File: src/rtl/piso_stream_serializer_if.sv
// Parallel-word / serial-bit bundle between a word producer, the serializer and the serial sink.
// The slave modport is the serializer's view; the master modport is the producer/sink view.
interface piso_stream_serializer_if #(
  parameter int N = 8
);
  logic [N-1:0] p_data;
  logic         p_valid;
  logic         p_ready;
  logic         shift_en;
  logic         so;
  logic         so_valid;
  logic         so_first;
  logic         so_last;
  logic         busy;

  modport slave (
    input  p_data, p_valid, shift_en,
    output p_ready, so, so_valid, so_first, so_last, busy
  );

  modport master (
    output p_data, p_valid, shift_en,
    input  p_ready, so, so_valid, so_first, so_last, busy
  );
endinterface

File: src/rtl/piso_stream_serializer.sv
// Parallel-in/serial-out shifter: first bit one cycle after the handshake, one bit per shift_en strobe.
// p_ready is high in IDLE or on the last-bit strobe, so words chain back-to-back without an idle bit.
module piso_stream_serializer #(
  parameter int N          = 8,
  parameter bit LSB_FIRST  = 1'b1,
  parameter bit IDLE_LEVEL = 1'b0
) (
  input  logic                     clk,
  input  logic                     reset,
  piso_stream_serializer_if.slave  bus
);

  localparam int            CW   = (N > 2) ? $clog2(N) : 1;
  localparam logic [CW-1:0] LAST = CW'(N - 1);

  typedef enum logic {
    S_IDLE  = 1'b0,
    S_SHIFT = 1'b1
  } state_t;

  state_t        r_state;
  state_t        w_state_nxt;
  logic [N-1:0]  r_shreg;
  logic [CW-1:0] r_bit_cnt;
  logic          r_so;

  logic          w_last;
  logic          w_ready;
  logic          w_load;
  logic          w_shift;
  logic          w_drain;
  logic [N-1:0]  w_shreg_shifted;
  logic          w_next_bit;
  logic          w_first_bit;

  assign w_last  = (r_bit_cnt == LAST);
  assign w_ready = (r_state == S_IDLE) || ((r_state == S_SHIFT) && bus.shift_en && w_last);
  assign w_load  = bus.p_valid && w_ready;
  assign w_shift = (r_state == S_SHIFT) && bus.shift_en && !w_last;
  // Last bit consumed with nothing queued behind it: the line returns to idle.
  assign w_drain = (r_state == S_SHIFT) && bus.shift_en && w_last && !bus.p_valid;

  // The output end is bit 0 for LSB-first, bit N-1 otherwise; vacated positions fill with 0.
  assign w_shreg_shifted = LSB_FIRST ? {1'b0, r_shreg[N-1:1]} : {r_shreg[N-2:0], 1'b0};
  assign w_next_bit      = LSB_FIRST ? w_shreg_shifted[0] : w_shreg_shifted[N-1];
  assign w_first_bit     = LSB_FIRST ? bus.p_data[0] : bus.p_data[N-1];

  always_ff @(posedge clk) begin
    if (reset) begin
      r_state <= S_IDLE;
    end else begin
      r_state <= w_state_nxt;
    end
  end

  always_comb begin
    w_state_nxt = r_state;
    case (r_state)
      S_IDLE:  if (w_load)  w_state_nxt = S_SHIFT;
      S_SHIFT: if (w_drain) w_state_nxt = S_IDLE;
      default: w_state_nxt = S_IDLE;
    endcase
  end

  always_comb begin
    bus.p_ready  = w_ready;
    bus.so_valid = 1'b0;
    bus.so_first = 1'b0;
    bus.so_last  = 1'b0;
    bus.busy     = 1'b0;
    if (r_state == S_SHIFT) begin
      bus.so_valid = 1'b1;
      bus.so_first = (r_bit_cnt == '0);
      bus.so_last  = w_last;
      bus.busy     = 1'b1;
    end
  end

  // r_so mirrors the output end of the shift register so the pin is a plain flop output.
  always_ff @(posedge clk) begin
    if (reset) begin
      r_shreg   <= '0;
      r_bit_cnt <= '0;
      r_so      <= IDLE_LEVEL;
    end else if (w_load) begin
      r_shreg   <= bus.p_data;
      r_bit_cnt <= '0;
      r_so      <= w_first_bit;
    end else if (w_shift) begin
      r_shreg   <= w_shreg_shifted;
      r_bit_cnt <= r_bit_cnt + CW'(1);
      r_so      <= w_next_bit;
    end else if (w_drain) begin
      r_shreg   <= '0;
      r_bit_cnt <= '0;
      r_so      <= IDLE_LEVEL;
    end
  end

  assign bus.so = r_so;

endmodule

File: src/flat_wrapper.sv
// flat-port wrapper written by rule: the top's interface ports become plain ports
module piso_stream_serializer_flat 
#(
  parameter int N          = 8,
  parameter bit LSB_FIRST  = 1'b1,
  parameter bit IDLE_LEVEL = 1'b0
)
  (clk, reset, bus_p_data, bus_p_valid, bus_shift_en, bus_p_ready, bus_so, bus_so_valid, bus_so_first, bus_so_last, bus_busy);
  piso_stream_serializer_if #(.N(N)) bus_i ();
  input  logic clk;
  input  logic reset;
  input wire logic [$bits(bus_i.p_data)-1:0] bus_p_data;
  input wire logic [$bits(bus_i.p_valid)-1:0] bus_p_valid;
  input wire logic [$bits(bus_i.shift_en)-1:0] bus_shift_en;
  output wire logic [$bits(bus_i.p_ready)-1:0] bus_p_ready;
  output wire logic [$bits(bus_i.so)-1:0] bus_so;
  output wire logic [$bits(bus_i.so_valid)-1:0] bus_so_valid;
  output wire logic [$bits(bus_i.so_first)-1:0] bus_so_first;
  output wire logic [$bits(bus_i.so_last)-1:0] bus_so_last;
  output wire logic [$bits(bus_i.busy)-1:0] bus_busy;
  assign bus_i.p_data = bus_p_data;
  assign bus_i.p_valid = bus_p_valid;
  assign bus_i.shift_en = bus_shift_en;
  assign bus_p_ready = bus_i.p_ready;
  assign bus_so = bus_i.so;
  assign bus_so_valid = bus_i.so_valid;
  assign bus_so_first = bus_i.so_first;
  assign bus_so_last = bus_i.so_last;
  assign bus_busy = bus_i.busy;
  piso_stream_serializer #(.N(N), .LSB_FIRST(LSB_FIRST), .IDLE_LEVEL(IDLE_LEVEL)) u_core (.clk(clk), .reset(reset), .bus(bus_i));
endmodule
File: config.mk
export PLATFORM = sky130hd
export DESIGN_NAME = piso_stream_serializer_flat
export DESIGN_NICKNAME = d
export VERILOG_FILES = /design/src/rtl/piso_stream_serializer_if.sv /design/src/rtl/piso_stream_serializer.sv /design/src/flat_wrapper.sv
export SDC_FILE = /design/constraint.sdc
export NUM_CORES = 1
export LEC_CHECK = 0
export ABC_CLOCK_PERIOD_IN_PS = 4100
export CAP_MARGIN = 15
export CORE_UTILIZATION = 50
export DETAILED_ROUTE_END_ITERATION = 6
export GPL_TIMING_DRIVEN = 0
export HOLD_SLACK_MARGIN = 0.12
export PLACE_DENSITY = 0.9
export SETUP_SLACK_MARGIN = 0.1
export SYNTH_ARGS = -nofsm -noshare
export SYNTH_HDL_FRONTEND = slang
export SYNTH_SLANG_ARGS = --single-unit
File: constraint.sdc
create_clock -name clk -period 4.1 [get_ports clk]
set_clock_uncertainty 0.05 [all_clocks]
set_input_delay 0.82 -clock clk [delete_from_list [all_inputs] [get_ports clk]]
set_output_delay 0.82 -clock clk [all_outputs]
set_load 0.01 [all_outputs]
==> metrics.txt, run 1 <==
Syn-to-layout area delta 28.7%; min setup slack post-route ~1200 ps; first-pass GRT wire length slightly above 2000 um; Synth Instances roughly 90; Initial Util 53.8%; Die X between 30 and 40 um; Core ar. approximately 1300 sq um; vias in the first global route 471; post-synth cell types 23; GRT Residual Overflow 0; Cell Area, Synth between 700 and 800 sq um; sequential fraction of the synthesis area 34.3%; endpoints failing hold 0; Worst R2R End u_core.r_bit_cnt[0]; Worst Max-Slew Pin Slew 556 ps; layout cells sized above 1 under 10%; Final TNS setup 0 ps; Worst R2R Path Depth 7; I/O Buffers 16; largest net degree at the start of global routing 11; share of the synthesized area in the top cell type between 30% and 40%; Crit path required time around 3200 ps; wire per inst 11.6 um; Final Max Slew Viols 0; Rel. slew slack 62.7%; CP max FO 3; syn_nets ~110; initial antenna violation count 0; Worst-path clk slew 70 ps; critical path arrival slightly above 2000 ps; vias per inst 5.37; htree depth 1; CP Class in -> out; initial DRC count 14; Pleak 0.345 nW; Tmin final between 2000 and 3000 ps; slack of the worst reg-to-reg path 2340 ps; FP Rows 13; area leader, netlist dfxtp_1; CP endpoint kind output port; CTS tree built; maxcap violations 0; die area between 1500 and 2000 sq um; CTS Buf Count 3; hold wc startpoint u_core.bus.so; pre-CTS setup slack 1180 ps; RD Place Congestion approximately 0.78; total global-route track usage 19.2%; post-route ant nets 0; First-pass DRT Iterations 4; dpl hpwl around 1100 um; CP startpoint bus_shift_en; syn avg cell area 7.62 sq um; Yosys reg bits 12; CTS sink count 12; crit path launch type input pin; run status finished clean; Setup Buffers After CTS 0; DRC Markers 0; Synth Warn # 0; later-pin clock latency in the skew report 250 ps; count of final setup violators 0; clk buf depth 2; Hold Buf Count CTS 0; number of synthesized flops with an enable pin 0; final net count ~130; ys async rst share 0%; pwr dens 281 nW/um^2; Top FF cell, synth dfxtp_1; # IOs 18; die height 39.4 um; FMAX 343 MHz; unrepaired setup endpoints after global routing false; Synth area leaders dfxtp_1, a211oi_1, nor2_1; HP Class reg -> reg; Tcrit/Tclk final slightly above 70%; Worst VDD drop approximately 0.00020 V; Hold WS 444 ps; Hold EP u_core.bus.so; via count 677; Resized Gates After CTS 0; Total Wirelength between 1000 and 1500 um; Root Driver clkbuf_4; R2R Path Start u_core.r_bit_cnt[0]; Hold Path Depth 2; ANT cells 0
-- critical path: stages --
cell and delay, ps:
clkdlybuf4s50_1 510, nand2_1 80, nand2_1 90, clkdlybuf4s50_1 540
-- power breakdown --
part	switching [mW]	total, mW	internal, mW
Combinational	0.0280	0.0574	0.0294
Sequential	0.00456	0.129	0.124
Clock	0.0333	0.0671	0.0338
-- placed cells by master, fill, tap and decap left out, types with 3 or more instances in the layout --
master           instances
dfxtp_1                 12
nor2_1                  14
a211oi_1                 7
o21ai_0                  7
nor2b_1                  8
clkdlybuf4s50_1         16
clkbuf_4                 3
nand3_1                  7
ha_1                     4
nor3_1                   8
nand2_1                  4
inv_1                    4
-- layer usage --
metal  global-route usage (%)  wire (um)
met1                     29.2        767
met2                     27.0        623
met3                     1.70         62
met4                     7.76         12
met5                        0          0
-- cells in the mapped netlist (all sizes together) (2+ instances only) --
library cell	n
a22oi	2
a211oi	8
nand2	4
o21ai	8
clkbuf	2
nand3	7
inv	4
buf	4
nor2b	8
dfxtp	12
ha	4
nor3	8
nor2	14
a21oi	2
-- state kept, by name, summed over array words and instances (netlist names) --
name,cells
u_core.bus.so,1
u_core.r_bit_cnt,3
u_core.r_shreg,7
u_core.r_state,1
-- through the flow --
stage | total power [mW] | util (%) | cells | instance area (sq um)
2_1_floorplan | 0.162 | - | 92 | 701
3_5_place_dp | 0.188 | 67.6 | 123 | 880
4_1_cts | 0.255 | 69.3 | 126 | 902
6_report | 0.253 | 69.3 | 126 | 902
3_3_place_gp | 0.186 | 67.6 | 123 | 880
5_1_grt | 0.268 | 69.3 | 126 | 902
-- cell type report --
class	count	area (sq um)
flip-flops and latches	12	240
fillers	97	399
repair buffers	16	160
clock buffers	3	22.5
inverters	4	15.0
multi-input cells	70	417
well taps	15	18.8
plain buffers	6	28.8
-- logic make-up (layout without fill, tap and decap cells) --
| group | Yosys count | after routing | synth area share, % |
|---|---|---|---|
| compound gates | 22 | 22 | 22.1 |
| fa+ha+maj | 4 | 4 | 7.14 |
| buf+inv | 10 | 29 | 6.25 |
| flops | 12 | 12 | 34.3 |
| simple gates | 44 | 44 | 30.2 |
-- worst max-delay path by stage --
stage / to / slack (ps) / cells past startpoint
after floorplan: bus_p_ready / 2160 / 5
after global placement: bus_p_ready / 1200 / 4
after detailed placement: bus_p_ready / 1180 / 4
after CTS: bus_p_ready / 1180 / 4
after global routing: bus_p_ready / 1140 / 4
final: bus_p_ready / 1180 / 4
(Power assumes the default switching activity.)
==> run 2: changes to the inputs <==
--- a/config.mk
+++ b/config.mk
@@ -5,13 +5,13 @@
 export SDC_FILE = /design/constraint.sdc
 export NUM_CORES = 1
 export LEC_CHECK = 0
-export ABC_CLOCK_PERIOD_IN_PS = 4100
+export ABC_CLOCK_PERIOD_IN_PS = 2490
 export CAP_MARGIN = 15
-export CORE_UTILIZATION = 50
+export CORE_UTILIZATION = 42
 export DETAILED_ROUTE_END_ITERATION = 6
 export GPL_TIMING_DRIVEN = 0
 export HOLD_SLACK_MARGIN = 0.12
-export PLACE_DENSITY = 0.9
+export PLACE_DENSITY = 0.82
 export SETUP_SLACK_MARGIN = 0.1
 export SYNTH_ARGS = -nofsm -noshare
 export SYNTH_HDL_FRONTEND = slang
==> constraint.sdc (replaced) <==
create_clock -name clk -period 2.49 [get_ports clk]
set_clock_uncertainty 0.05 [all_clocks]
set_input_delay 0.498 -clock clk [delete_from_list [all_inputs] [get_ports clk]]
set_output_delay 0.498 -clock clk [all_outputs]
set_load 0.01 [all_outputs]
==> run 2 against run 1 <==
Effect of this change: cell area increased by 0.83%; clock-buffer cell count unchanged; routed wire length up 0.20%; critical path type is now reg -> out; hold slack got worse by 3.5 ps; register-to-register slack got worse by 1500 ps; die area up 18%; flip-flop and latch count unchanged; clock power is 70% higher; non-clock buffer count unchanged; largest cell class unchanged; sequential share of layout area down 0.22 points.
==> metrics.txt, run 2 (same netlist as run 1, synthesis figures left out) <==
run status finished clean; Clk network pwr share 27.1% (+0.6 points); Hold Path Depth 2 (unchanged); via count 681 (+0.59%); pwr dens 461 nW/um^2 (+64%); Worst R2R Path Depth 7 (unchanged); vias per inst 5.36 (-0.20%); Worst-path clk slew 70 ps (about the same); CTS sink count 12 (unchanged); total global-route track usage 19.1% (-0.11 points); Core ar. 1520 sq um (+17%); Top reg by flops u_core.r_shreg; Internal 0.308 mW (+64%); Initial Util 46.0% (-7.9 points); htree depth 1 (unchanged); # IOs 18 (unchanged); Worst VDD drop 0.000353 V (+79%); RD Place Congestion 0.790 (+1.5%); Crit path required time 1940 ps (-1290 ps); endpoints failing hold 0 (unchanged); Pleak 0.347 nW (+0.54%); CP max FO 10 (+7); initial antenna violation count 0 (unchanged); CP endpoint kind output port; largest net degree at the start of global routing 11 (unchanged); Final TNS setup 0 ps (unchanged); Final Max Slew Viols 0 (unchanged); post-route ant nets 0 (unchanged); critical path arrival 1630 ps (-420 ps); DRC Markers 0 (unchanged); dpl hpwl 1090 um (-0.40%); unrepaired setup endpoints after global routing false; Rel. slew slack 63.0% (+0.34 points); later-pin clock latency in the skew report 270 ps (+20 ps); NetSw 0.111 mW (+68%); Hold WS 441 ps (-3.45 ps); FMAX 459 MHz; First-pass DRT Iterations 4 (unchanged); FP Rows 14 (+1); GRT Residual Overflow 0 (unchanged); switching share of power 26.5% (+0.46 points); Root Driver clkbuf_4; HP Class reg -> reg; post-route core utilization 59.7% (-9.6 points); clk buf depth 2 (unchanged); Total Power 0.419 mW (+65%); crit path launch type register; ANT cells 0 (unchanged); vias in the first global route 594 (+26%); filler instances 145 (+49%); CTS Buf Count 3 (unchanged); combinational power share 22.3% (-0.4 points); Total Wirelength 1470 um (+0.20%); initial DRC count 17 (+3); layout cells sized above 1 9.91% (+2.7 points); wire per inst 11.6 um (-0.58%); final net count 129 (unchanged); Hold Buf Count CTS 0 (unchanged); leading cell types in the layout, fill and taps excluded nor2_1, clkdlybuf4s50_1, dfxtp_1, nor2b_1, nor3_1; largest registers u_core.r_shreg: 7 flops, u_core.r_bit_cnt: 3 flops; Die X 42.8 um (+8.6%); die height 42.8 um (+8.6%); CTS tree built; Tmin final ~2200 ps; count of final setup violators 0 (unchanged); Syn-to-layout area delta 29.8%; I/O Buffers 16 (unchanged); first-pass GRT wire length 2620 um (+27%); sequential share of power 50.5% (-0.3 points); maxcap violations 0 (unchanged); Tcrit/Tclk final 87.5%; die area 1840 sq um (+18%); max FFs per register 7 (unchanged); CP Class reg -> out; Worst Max-Slew Pin Slew 551 ps (-5.05 ps)
-- run 2: cell types whose count changed in the layout (fill, tap and decap cells not counted), sizes merged --
cell | before | now
dlygate4sd2 | 0 | 2
clkdlybuf4s50 | 16 | 14
-- run 2: worst max-delay path, stage by stage (launching register included) --
cell	delay, ps
dfxtp_1	360
ha_2	200
ha_2	200
buf_4	170
nand2_1	80
nand2_1	90
dlygate4sd2_1	270
-- run 2: worst paths after layout --
| check | start | end | slack (ps) |
|---|---|---|---|
| max | u_core.r_bit_cnt[1] | bus_p_ready | 310 |
| min | u_core.bus.so | u_core.bus.so | 440 |
| max reg2reg | u_core.r_bit_cnt[0] | u_core.r_bit_cnt[0] | 840 |
| min reg2reg | u_core.bus.so | u_core.bus.so | 440 |
-- run 2: power by group through the flow --
stage               logic, mW  registers [mW]  clock network [mW]
floorplan              0.0516           0.216                   0
global placement       0.0924           0.215                   0
detailed placement     0.0938           0.216                   0
CTS                    0.0939           0.212               0.117
global route            0.106           0.213               0.126
finish                 0.0936           0.212               0.114
-- run 2: routing by layer --
layer | routed length (um) | vias to the layer above | GRT usage, %
li1 | - | 359 | -
met1 | 690 | 305 | 27.0
met2 | 703 | 15 | 27.3
met3 | 59 | 2 | 2.55
met4 | 15 | 0 | 11.3
met5 | 0 | - | 0
-- run 2: area by class of cell --
cell class                      instances  area, sq um  share of cell area [%]
Multi-Input combinational cell         70          422                    46.4
Tap cell                               16         20.0                    2.20
Clock buffer                            3         22.5                    2.48
Sequential cell                        12          240                    26.4
Buffer                                  6         32.5                    3.58
Inverter                                4         15.0                    1.65
Timing Repair Buffer                   16          158                    17.3
-- run 2: per-stage QoR --
step | setup slack, ps | area, sq um | std cells
final | 310 | 910 | 127
after floorplan | 873 | 701 | 92
after global routing | 183 | 910 | 127
after CTS | 179 | 908 | 127
after global placement | 230 | 881 | 124
after detailed placement | 221 | 881 | 124
-- run 2: repair_timing --
action                     CTS  global route
pin swaps                    0             0
setup endpoints to repair    2             1
setup buffers                0             0
resized for setup            5             2
==> run 3: changes to the inputs <==
--- a/config.mk
+++ b/config.mk
@@ -9,7 +9,6 @@
 export CAP_MARGIN = 15
 export CORE_UTILIZATION = 42
 export DETAILED_ROUTE_END_ITERATION = 6
-export GPL_TIMING_DRIVEN = 0
 export HOLD_SLACK_MARGIN = 0.12
 export PLACE_DENSITY = 0.82
 export SETUP_SLACK_MARGIN = 0.1
==> run 3 against run 2 <==
Effect of this change: cell area down 0.83%; critical path depth down 1; core utilization down 0.49 points; flip-flop and latch count unchanged; critical endpoint unchanged.
==> metrics.txt, run 3 (same netlist as run 1, synthesis figures left out) <==
run status finished clean; post-route ant nets 0 (unchanged); Worst-path clk slew 70 ps (about the same); Top reg by flops u_core.r_shreg; I/O Buffers 17 (+1); CTS tree built; die height 42.8 um (unchanged); Hold Buf Count CTS 0 (unchanged); Tcrit/Tclk final 91.7% (+4.2 points); CTS sink count 12 (unchanged); final net count 126 (-2.3%); CTS Buf Count 3 (unchanged); RD Place Congestion 0.828 (+4.8%); total global-route track usage 18.0% (-1.1 points); filler instances 139 (-4.1%); CP endpoint kind output port; GRT Residual Overflow 0 (unchanged); first-pass GRT wire length 2490 um (-4.8%); dpl hpwl 1110 um (+1.1%); Rel. slew slack 64.4% (+1.4 points); Slowest Stage Delay on Critical Path 550 ps (+190 ps); Worst VDD drop 0.000357 V (+1.2%); Die X 42.8 um (unchanged); CP max-delay cell clkdlybuf4s50_1; Total Power 0.421 mW (+0.46%); largest registers u_core.r_shreg: 7 flops, u_core.r_bit_cnt: 3 flops; Core ar. 1520 sq um (unchanged); Crit path required time 1940 ps (about the same); most common cell after layout, fill and taps aside clkdlybuf4s50_1; area taken by flip-flops and latches 240 sq um (unchanged); largest net degree at the start of global routing 18 (+7); vias in the first global route 579 (-2.5%); maxcap violations 0 (unchanged); First-pass DRT Iterations 4 (unchanged); crit path launch type register; count of final setup violators 0 (unchanged); CP Class reg -> out; unrepaired setup endpoints after global routing false; CP max FO 3 (-7); endpoints failing hold 0 (unchanged); area of the multi-input gates 419 sq um (-0.59%); Worst Max-Slew Pin Slew 532 ps (-18.8 ps); later-pin clock latency in the skew report 270 ps (about the same); Pleak 0.338 nW (-2.6%); crit-path cells ha_1 > ha_2 > nand2_1 > nand2_1 > clkdlybuf4s50_1; ANT cells 0 (unchanged); # IOs 18 (unchanged); HP Class reg -> reg; max FFs per register 7 (unchanged); clk buf depth 2 (unchanged); Final Max Slew Viols 0 (unchanged); initial DRC count 9 (-8); vias per inst 5.26 (-1.9%); Tmin final 2280 ps (+104 ps); post-route cell area 902 sq um (-0.83%); leading cell types in the layout, fill and taps excluded clkdlybuf4s50_1, nor2_1, dfxtp_1, nor2b_1, nor3_1; Root Driver clkbuf_4; FP Rows 14 (unchanged); die area 1840 sq um (unchanged); Syn-to-layout area delta 28.7%; Placed Area 877 sq um (-0.43%); initial antenna violation count 0 (unchanged); Final TNS setup 0 ps (unchanged); via count 652 (-4.3%); critical path arrival 1740 ps (+110 ps); pwr dens 466 nW/um^2 (+1.3%); Initial Util 46.0% (unchanged); Total Wirelength 1460 um (-0.61%); CP dominant cell by count nand2_1; FMAX 438 MHz (-4.6%); wire per inst 11.8 um (+1.8%); DRC Markers 0 (unchanged); layout cells sized above 1 7.41% (-2.5 points); htree depth 1 (unchanged)
run 3: changes by cell type in the layout (fill, tap and decap cells not counted):
cell	change
clkbuf_1	-1
ha_2	-1
clkdlybuf4s50_1	+3
buf_2	-1
ha_1	+1
buf_1	-1
dlygate4sd2_1	-2
clkbuf_2	-1
run 3: power by group:
part	leakage, nW	internal [mW]	switching (mW)
registers	0.0986	0.204	0.00966
logic	0.226	0.0487	0.0436
clock network	0.0138	0.0559	0.0588
run 3: timing repair:
action,in CTS,in global routing
resized for setup,0,1
endpoints found under the setup margin,0,1
buffers inserted,0,0
run 3: layer usage:
layer,global-route usage (%),up-vias,part of all wire [%]
met3,4.26,3,4.7
met2,26.4,14,43
met4,7.50,0,1.4
li1,-,351,-
met1,25.1,284,51
met5,0,-,0
run 3: final timing paths:
path	slack [ps]	to	cells past startpoint	from
worst max-delay path	210	bus_p_ready	5	u_core.r_bit_cnt[1]
worst min-delay path	440	u_core.r_shreg[4]	2	u_core.r_shreg[4]
worst max register to register	760	u_core.r_shreg[3]	6	u_core.r_bit_cnt[0]
worst min register to register	440	u_core.r_shreg[4]	2	u_core.r_shreg[4]
run 3: critical path, delay by kind of cell (launching register included):
family	cells	cell delay, ps
flops	1	360
buf+inv	1	550
fa+ha+maj	2	390
simple gates	2	160
run 3: cell type report:
class,count,area share [%]
Inverter,4,1.66
Multi-Input combinational cell,70,46.5
Timing Repair Buffer,19,20.5
Tap cell,16,2.22
Clock buffer,3,2.50
Sequential cell,12,26.6
run 3: stage by stage:
step	utilization [%]	setup WS [ps]	instances	hold WS (ps)
after floorplan	-	873	92	419
after global placement	57.6	258	121	428
after detailed placement	57.6	231	121	433
after CTS	59.0	211	124	446
after global routing	59.2	114	124	476
final	59.2	206	124	441
